<file path="src/rtl/dendy_pkg.sv">
// rtl/dendy_pkg.sv - shared types and constants for the sprite DMA path
package dendy_pkg;

  typedef enum logic [2:0] {
    IDLE,
    HALT,
    ALIGN,
    READ,
    WRITE
  } dma_state_t;

  localparam logic [15:0] ADDR_OAMDMA = 16'h4014;
  localparam int          OAM_BYTES   = 256;

endpackage

</file>
<file path="src/rtl/oam_dma_ctrl.sv">
// rtl/oam_dma_ctrl.sv - sprite DMA controller and CPU-side bus arbiter
module oam_dma_ctrl
  import dendy_pkg::*;
#(
  parameter logic [15:0] DMA_REG  = ADDR_OAMDMA,
  parameter int          OAM_SIZE = OAM_BYTES
) (
  input  logic        clock,
  input  logic        reset,
  input  logic        ce,
  input  logic [15:0] cpu_A,
  input  logic [7:0]  cpu_D,
  input  logic        cpu_R,
  input  logic        cpu_W,
  output logic        cpu_ce,
  output logic [15:0] A,
  output logic [7:0]  D,
  output logic        R,
  output logic        W,
  input  logic [7:0]  I,
  output logic [7:0]  oam_addr,
  output logic [7:0]  oam_data,
  output logic        oam_we,
  output logic        busy
);

  localparam int CW = $clog2(OAM_SIZE);

  dma_state_t      state, state_d;
  logic [CW-1:0]   cnt;
  logic [7:0]      page;
  logic            parity;
  logic            trigger;
  logic            last_byte;

  assign trigger   = cpu_W && (cpu_A == DMA_REG);
  assign last_byte = (cnt == CW'(OAM_SIZE - 1));

  always_ff @(posedge clock) begin
    if (reset) begin
      state    <= IDLE;
      busy     <= 1'b0;
      cnt      <= '0;
      page     <= 8'h00;
      parity   <= 1'b0;
      oam_we   <= 1'b0;
      oam_addr <= 8'h00;
      oam_data <= 8'h00;
    end else begin
      // The OAM strobe is a single clock even when ce stays low afterwards.
      oam_we <= 1'b0;
      if (ce) begin
        state  <= state_d;
        busy   <= (state_d != IDLE);
        parity <= ~parity;
        if (state == IDLE && trigger) begin
          page <= cpu_D;
          cnt  <= '0;
        end
        if (state == WRITE) begin
          oam_data <= I;
          oam_addr <= 8'(cnt);
          oam_we   <= 1'b1;
          cnt      <= cnt + 1'b1;
        end
      end
    end
  end

  always_comb begin
    state_d = state;
    case (state)
      IDLE:    if (trigger) state_d = HALT;
      // Parity here is the HALT tick's own; an even value means the next tick is odd.
      HALT:    state_d = parity ? READ : ALIGN;
      ALIGN:   state_d = READ;
      READ:    state_d = WRITE;
      WRITE:   state_d = last_byte ? IDLE : READ;
      default: state_d = IDLE;
    endcase
  end

  always_comb begin
    cpu_ce = ce;
    A      = cpu_A;
    D      = cpu_D;
    R      = cpu_R;
    W      = cpu_W;
    if (state != IDLE) begin
      cpu_ce = 1'b0;
      A      = {page, 8'(cnt)};
      D      = 8'h00;
      R      = (state == READ);
      W      = 1'b0;
    end
  end

endmodule
</file>
<file path="config.mk">
export PLATFORM = sky130hd
export DESIGN_NAME = oam_dma_ctrl
export DESIGN_NICKNAME = d
export VERILOG_FILES = /design/src/rtl/dendy_pkg.sv /design/src/rtl/oam_dma_ctrl.sv
export SDC_FILE = /design/constraint.sdc
export NUM_CORES = 1
export LEC_CHECK = 0
export BUFFER_PORTS_ARGS = -buffer_cell sky130_fd_sc_hd__buf_4
export CAP_MARGIN = 20
export CORE_MARGIN = 2
export CORE_UTILIZATION = 31
export CTS_CLUSTER_DIAMETER = 120
export CTS_CLUSTER_SIZE = 8
export DETAILED_ROUTE_END_ITERATION = 8
export SLEW_MARGIN = 15
export SYNTH_ARGS = -nofsm -noshare
export SYNTH_HDL_FRONTEND = slang
export SYNTH_SLANG_ARGS = --single-unit
export TNS_END_PERCENT = 30
</file>
<file path="constraint.sdc">
create_clock -name clock -period 2.4 [get_ports clock]
set_input_delay 0.48 -clock clock [delete_from_list [all_inputs] [get_ports clock]]
set_output_delay 0.48 -clock clock [all_outputs]
set_load 0.005 [all_outputs]
</file>
# Yosys cells after proc, flatten, opt, wreduce, memory -nomap -nowiden
# Cells that the tools add are included.
# word_totals
reg_bits,38
latchBits,0
ram_bits,0
mem_bits_ro,0
input_bits,37
elab_cells,39
mem_count,0
# classes
n_addsub,1
n_mul,0
n_div,0
order_cmp,0
eq_ne,6
shift,0
mux,12
bitwise,2
n_reduce_logical,10
# op_table
operator,count
$mux W8,3
$eq A16 B15 Y1 const B,1
$mux W16,1
$pmux W3 S5,1
$add A8 B1 Y8 const B,1
$eq A8 B8 Y1 const B,1
$eq A3 B2 Y1 const B,2
$reduce_and A2 Y1,3
$reduce_bool A3 Y1,2
$mux W1,5
$eq A3 B1 Y1 const B,1
$eq A3 B3 Y1 const B,1
$logic_not A3 Y1,1
$mux W3,1
$logic_and A1 B1 Y1,2
$mux W2,1
$not A1 Y1,2
$reduce_bool A2 Y1,1
$reduce_or A2 Y1,1

# Longest topological paths before layout
# Gate-level depths: netlist of the first run.
# depth
word_depth,5
depth_mapped,6
ltp_nobuf,5

# Least setup slack after synthesis of the first run
# Ideal clock, no wire load.
# synth_timing
path_type,register to output
startpoint,reg state[0]
endpoint,out A[14]
arrival_ns,1.403
required_ns,1.920
slack_ns,0.517
path_stages_with_launch,5
cell_sequence,dfxtp_1 -> buf_2 -> nor3_4 -> clkbuf_1 -> mux2_2
# synth_between
elab_chain_cells,2
# synth_rtl
item,line_no,rtl
start: declaration,oam_dma_ctrl.sv:29,"dma_state_t state, state_d;"
start signal: assignment,oam_dma_ctrl.sv:53,state <= state_d;
$reduce_bool A3 Y1,oam_dma_ctrl.sv:89,if (state != IDLE) begin
$mux W16,oam_dma_ctrl.sv:89,
end: declaration,oam_dma_ctrl.sv:16,"output logic [15:0] A,"
# Every way passes these cells.

# Final worst setup path of the first run
# layout_timing
startpoint,reg state[2]
endpoint,out A[7]
# The elaborated chain is that of the path after synthesis.

==> flow_metrics.tcl, run 1 <==
set metrics [dict create \
    fin_crit_ns 2.185 \
    post_drt_wl_per_cell_um 14.06 \
    synth_warnings 0 \
    drc_errors 0 \
    timing.setup.tns_ns 0 \
    detail_route.first_pass.iterations 4 \
    async_reset_ff_share_pct 0 \
    clock_path_buffers 2 \
    critPathArrivalTime_ns 1.70 \
    syn2layout_area_growth_pct 36.52 \
    end_kind "output port" \
    via_per_inst 5.087 \
    fin_crit_sh_pct 91.03 \
    synth_compound_area_share_pct 16.91 \
    cts_resized 0 \
    netlist_area_sq_um 2042 \
    overflow 0 \
    cts.sink_count 38 \
    pwr-share-comb_pct 21.0 \
    power.switching_uw 348.2 \
    synth.area.top_cells "dfxtp_1, mux2_2, nand2_1" \
    hold_depth 3 \
    finalHoldViolations 0 \
    vias 1989 \
    post_cts.repair.setup_buffers 0 \
    grt_max_degree 39 \
    yosysSeqAreaShare_pct 37.25 \
    cts_max_level 2 \
    synth_top_area_cell "dfxtp_1" \
    clock-root-buffer "clkbuf_8" \
    track_usage_pct 15.34 \
    pwr-share-seq_pct 46.4 \
    dp_hpwl_um 3986 \
    synth.distinct_cells 44 \
    synth-edff-count 0 \
    ios 82 \
    slew_viol_final 0 \
    dp_cells 383 \
    core_region_area_sq_um 6350 \
    tightest_slew_ns 0.5136 \
    antenna_found_initial 0 \
    ys.flop_type "dfxtp_1" \
    syn_inst 237 \
    finClkSkew_ns 0.003883 \
    p_leak_uw 0.001095 \
    status "completed" \
    crit_path_frequent_cell "buf_4" \
    p_int_uw 1040 \
    setup_ws_ns 0.2152 \
    insertion_delay_ns 0.29 \
    rsz0062_at_grt "no" \
    rows 29 \
    critical_path.cell_chain "nor3_4 -> buf_4 -> mux2_2 -> buf_4" \
    cts_buffers 5 \
    finalNonFillerCells 391 \
    ff2ff_path_depth 4 \
    drt_iter0_drc 66 \
    drt-total-wl_um 5497 \
    start_util_pct 32.16 \
    synth_xor_area_share_pct 1.287 \
    numPortBuffers 81 \
    path_max_fanout 25 \
    fp.dieArea_sq_um 7252 \
    worst_ir_drop_vdd_v 0.0002342 \
    max-slew-margin-rel_pct 65.28 \
    die_w_um 85.16 \
    hold_buffers 0 \
    setup-violations-final 0 \
    cts_tree "yes" \
    power.density_nw_per_um2 497.9 \
    grt_pass1_vias 1813 \
    netlist.area_leader.share_pct 37.25 \
    dieHeight_um 85.16 \
    synth_fa_ha_area_share_pct 0.6127 \
    path_class "reg2out" \
    gp_congestion 0.7399 \
    synth_mux_area_share_pct 9.804 \
    pre_cts_ws_ns 0.3206 \
    clock.fmax_mhz 457.7 \
    nets 351 \
    diodes 0 \
    crit_slowest_cell "dfxtp_1" \
    antenna_left 0 \
    ys_ff_latch 38 \
    hold_path_class "in2reg" \
    slowest_delay_ns 0.44 \
    syn_nets 275 \
    drv_cap 0 \
    startpoint_type "flop" \
    clk_pin_slew_ns 0.07 \
    synth_top_family_by_area "simple AND/OR/NAND/NOR gates" \
    yosys.area_share.simple_pct 28.55 \
    switching_share_pct 25.09 \
    syn_area_per_cell_sq_um 8.616 \
    grt_pass1_wl_um 9087 \
    p_clk_share_pct 32.5 \
    cp_data_required_time_ns 1.92 \
    drive_gt1_share_pct 38.85 \
]
-- final cells by class --
| cell class | instances | area [sq um] |
|---|---|---|
| fill | 659 | 3562 |
| multi-input combinational | 177 | 1167 |
| sequential | 38 | 760.7 |
| timing repair buffer | 88 | 660.6 |
| tap | 77 | 96.34 |
| clock buffer | 7 | 86.33 |
| inverter | 3 | 11.26 |
| clock inverter | 1 | 5.005 |
-- critical path: cells and delay by family (launching register included) --
kind,cells,cell delay (ns)
simple gates,1,0.16
mux,1,0.38
buf+inv,2,0.44
flops,1,0.44
-- synth_stat cells (3+ instances only) --
cell type  instances
a21oi_1           29
nor3_1             3
buf_2              7
nand2_1           43
clkbuf_1           8
nand3_1            3
and2_1             9
inv_1              3
o21ai_0           13
nand4_1           13
nor4b_1            3
mux2_2            16
dfxtp_1           38
o2111ai_1          3
nor2_1             6
-- path summary, 6_finish.rpt --
check | startpoint | end | slack, ns
min | I[3] | oam_data[3] | 0.43
max reg2reg | state[2] | cnt[2] | 0.60
max | state[2] | A[7] | 0.22
min reg2reg | oam_data[1] | oam_data[1] | 0.46
-- cell families (layout without fill, tap and decap cells) --
kind of cell / count (synthesis) / count (layout)
xor gates and xnor gates: 3 / 3
adders and majority gates: 1 / 1
DFF: 38 / 38
muxes: 18 / 18
buffers and inverters: 22 / 99
AOI/OAI and AO/OA: 57 / 57
and+or+nand+nor: 98 / 98
-- placed cells by master (no fill, tap or decap), types with 3 or more instances in the layout --
cell	count
a21oi_1	29
and2_1	9
buf_4	88
clkbuf_8	6
dfxtp_1	38
inv_1	3
mux2_2	16
nand2_1	43
nand3_1	3
nand4_1	13
nor2_1	6
nor3_1	3
nor4b_1	3
o2111ai_1	3
o21ai_0	13
-- flip-flops by register name, indices dropped and copies added (netlist names) --
signal,count
oam_data,8
parity,1
oam_we,1
oam_addr,8
cnt,8
busy,1
state,3
page,8
-- metal layers --
metal | wire length [um] | vias to the layer above | global-route usage (%)
met2 | 2519 | 71 | 22.66
met5 | 0 | - | 0
met1 | 2529 | 904 | 22.28
met3 | 412 | 4 | 4.475
li1 | - | 1010 | -
met4 | 36 | 0 | 3.030
-- power by group through the flow --
| stage | sequential (uW) | clock [uW] | combinational [uW] |
|---|---|---|---|
| after detailed placement | 659 | 0 | 294 |
| after global routing | 645 | 505 | 315 |
| after floorplan | 657 | 0 | 139 |
| final | 645 | 452 | 292 |
| after global placement | 659 | 0 | 292 |
| after CTS | 645 | 467 | 295 |
-- per-stage QoR --
step	area (sq um)	power (uW)	hold slack, ns	util, %
floorplan	2042	796.3	0.4471	-
global placement	2696	951.1	0.4421	42.46
detailed placement	2696	953.2	0.4468	42.46
CTS	2788	1407	0.4281	43.90
global route	2788	1466	0.4312	43.90
finish	2788	1388	0.4348	43.90
Note: power is estimated with default switching activity, not from simulation.
==> inputs of run 2 (changes only) <==
clock period = 2.1 ns   (was 2.4 ns; I/O delays follow)
==> flow_metrics.tcl, run 2 (synthesized netlist as in run 1, its figures left out) <==
set metrics [dict create \
    status "completed" \
    clock-root-buffer "clkbuf_8" \
    grt_max_degree 39 \
    hold_buffers 0 \
    post_drt_wl_per_cell_um 14.47 \
    path_class "reg2out" \
    path_max_fanout 25 \
    dieHeight_um 85.16 \
    rsz0062_at_grt "no" \
    vias 2063 \
    pwr-share-seq_pct 42.8 \
    core_region_area_sq_um 6350 \
    power_uw 1723 \
    p_clk_share_pct 37.3 \
    detail_route.first_pass.iterations 5 \
    end_kind "output port" \
    power.switching_uw 411.9 \
    via_per_inst 5.276 \
    antenna_left 0 \
    worst_ir_drop_vdd_v 0.0002647 \
    fin_crit_ns 2.010 \
    syn2layout_area_growth_pct 38.60 \
    track_usage_pct 15.57 \
    max-slew-margin-rel_pct 64.99 \
    slew_viol_final 0 \
    numPortBuffers 81 \
    insertion_delay_ns 0.29 \
    grt_pass1_wl_um 9183 \
    clk_pin_slew_ns 0.08 \
    die_w_um 85.16 \
    setup-violations-final 0 \
    p_int_uw 1311 \
    p_leak_uw 0.001114 \
    final_cell_mix "buf_4, nand2_1, dfxtp_1" \
    nets 352 \
    fp.dieArea_sq_um 7252 \
    cts_max_level 2 \
    drt_iter0_drc 96 \
    antenna_found_initial 0 \
    finClkSkew_ns 0.004450 \
    drive_gt1_share_pct 39.49 \
    switching_share_pct 23.91 \
    drt-total-wl_um 5657 \
    drc_errors 0 \
    hold_ws_ns 0.3697 \
    cts_tree "yes" \
    startpoint_type "flop" \
    gp_congestion 0.8376 \
    fin_crit_sh_pct 95.72 \
    ios 82 \
    cts.sink_count 38 \
    clock_path_buffers 2 \
    overflow 0 \
    finalHoldViolations 0 \
    diodes 0 \
    cts_buffers 5 \
    power.density_nw_per_um2 608.7 \
    cp_data_required_time_ns 1.68 \
    post_cts.repair.setup_buffers 0 \
    dp_hpwl_um 4072 \
    tightest_slew_ns 0.5179 \
    critPathArrivalTime_ns 1.59 \
    grt_pass1_vias 1872 \
    pwr-share-comb_pct 20.0 \
    timing.setup.tns_ns 0 \
    cts_resized 0 \
    start_util_pct 32.16 \
    drv_cap 0 \
    final_common_cell "buf_4" \
    clock.fmax_mhz 497.5 \
    rows 29 \
    hold_path_class "in2reg" \
]
-- run 2: changes by cell type in the layout (fill, tap and decap cells not counted), sizes merged --
cell / change
clkinv: -1
buf: +1
clkbuf: -1
bufinv: +1
-- run 2: layout make-up --
class	instances	area (sq um)
Fill cell	637	3520
Multi-Input combinational cell	177	1167
Sequential cell	38	762.0
Timing Repair Buffer	89	680.7
Tap cell	77	96.34
Clock buffer	6	82.58
Clock inverter	1	30.03
Inverter	3	11.26
-- run 2: layer usage --
| layer | vias to the layer above | wire length, um | track usage, % |
|---|---|---|---|
| li1 | 1013 | - | - |
| met1 | 963 | 2654 | 22.30 |
| met2 | 81 | 2501 | 23.58 |
| met3 | 6 | 449 | 3.599 |
| met4 | 0 | 53 | 4.040 |
| met5 | - | 0 | 0 |
-- run 2: metrics by stage --
stage | area, sq um | instances | util [%] | setup WS [ns]
after global placement | 2716 | 384 | 42.78 | 0.1719
after detailed placement | 2716 | 384 | 42.78 | 0.1690
after floorplan | 2042 | 237 | - | 0.2772
after global routing | 2830 | 391 | 44.57 | 0.01233
final | 2830 | 391 | 44.57 | 0.08987
after CTS | 2829 | 391 | 44.55 | 0.03954
-- run 2: power groups by stage --
stage,Combinational (uW),Sequential (uW),Clock [uW]
4_1_cts,347,737,661
3_5_place_dp,345,754,0
2_1_floorplan,159,751,0
5_1_grt,372,738,694
3_3_place_gp,344,753,0
6_report,344,737,642
-- run 2: path summary, 6_finish.rpt --
kind,start,to,slack [ns],cells past startpoint
setup / recovery,state[0],A[0],0.09,4
setup reg to reg,state[0],cnt[1],0.43,4
hold / removal,I[4],oam_data[4],0.37,3
hold reg to reg,oam_addr[7],oam_addr[7],0.45,2
-- run 2: worst max-delay path, stage by stage (launching register included) --
cell and delay, ns:
dfxtp_1 0.37, nor3_4 0.23, buf_12 0.19, mux2_2 0.37, buf_4 0.14
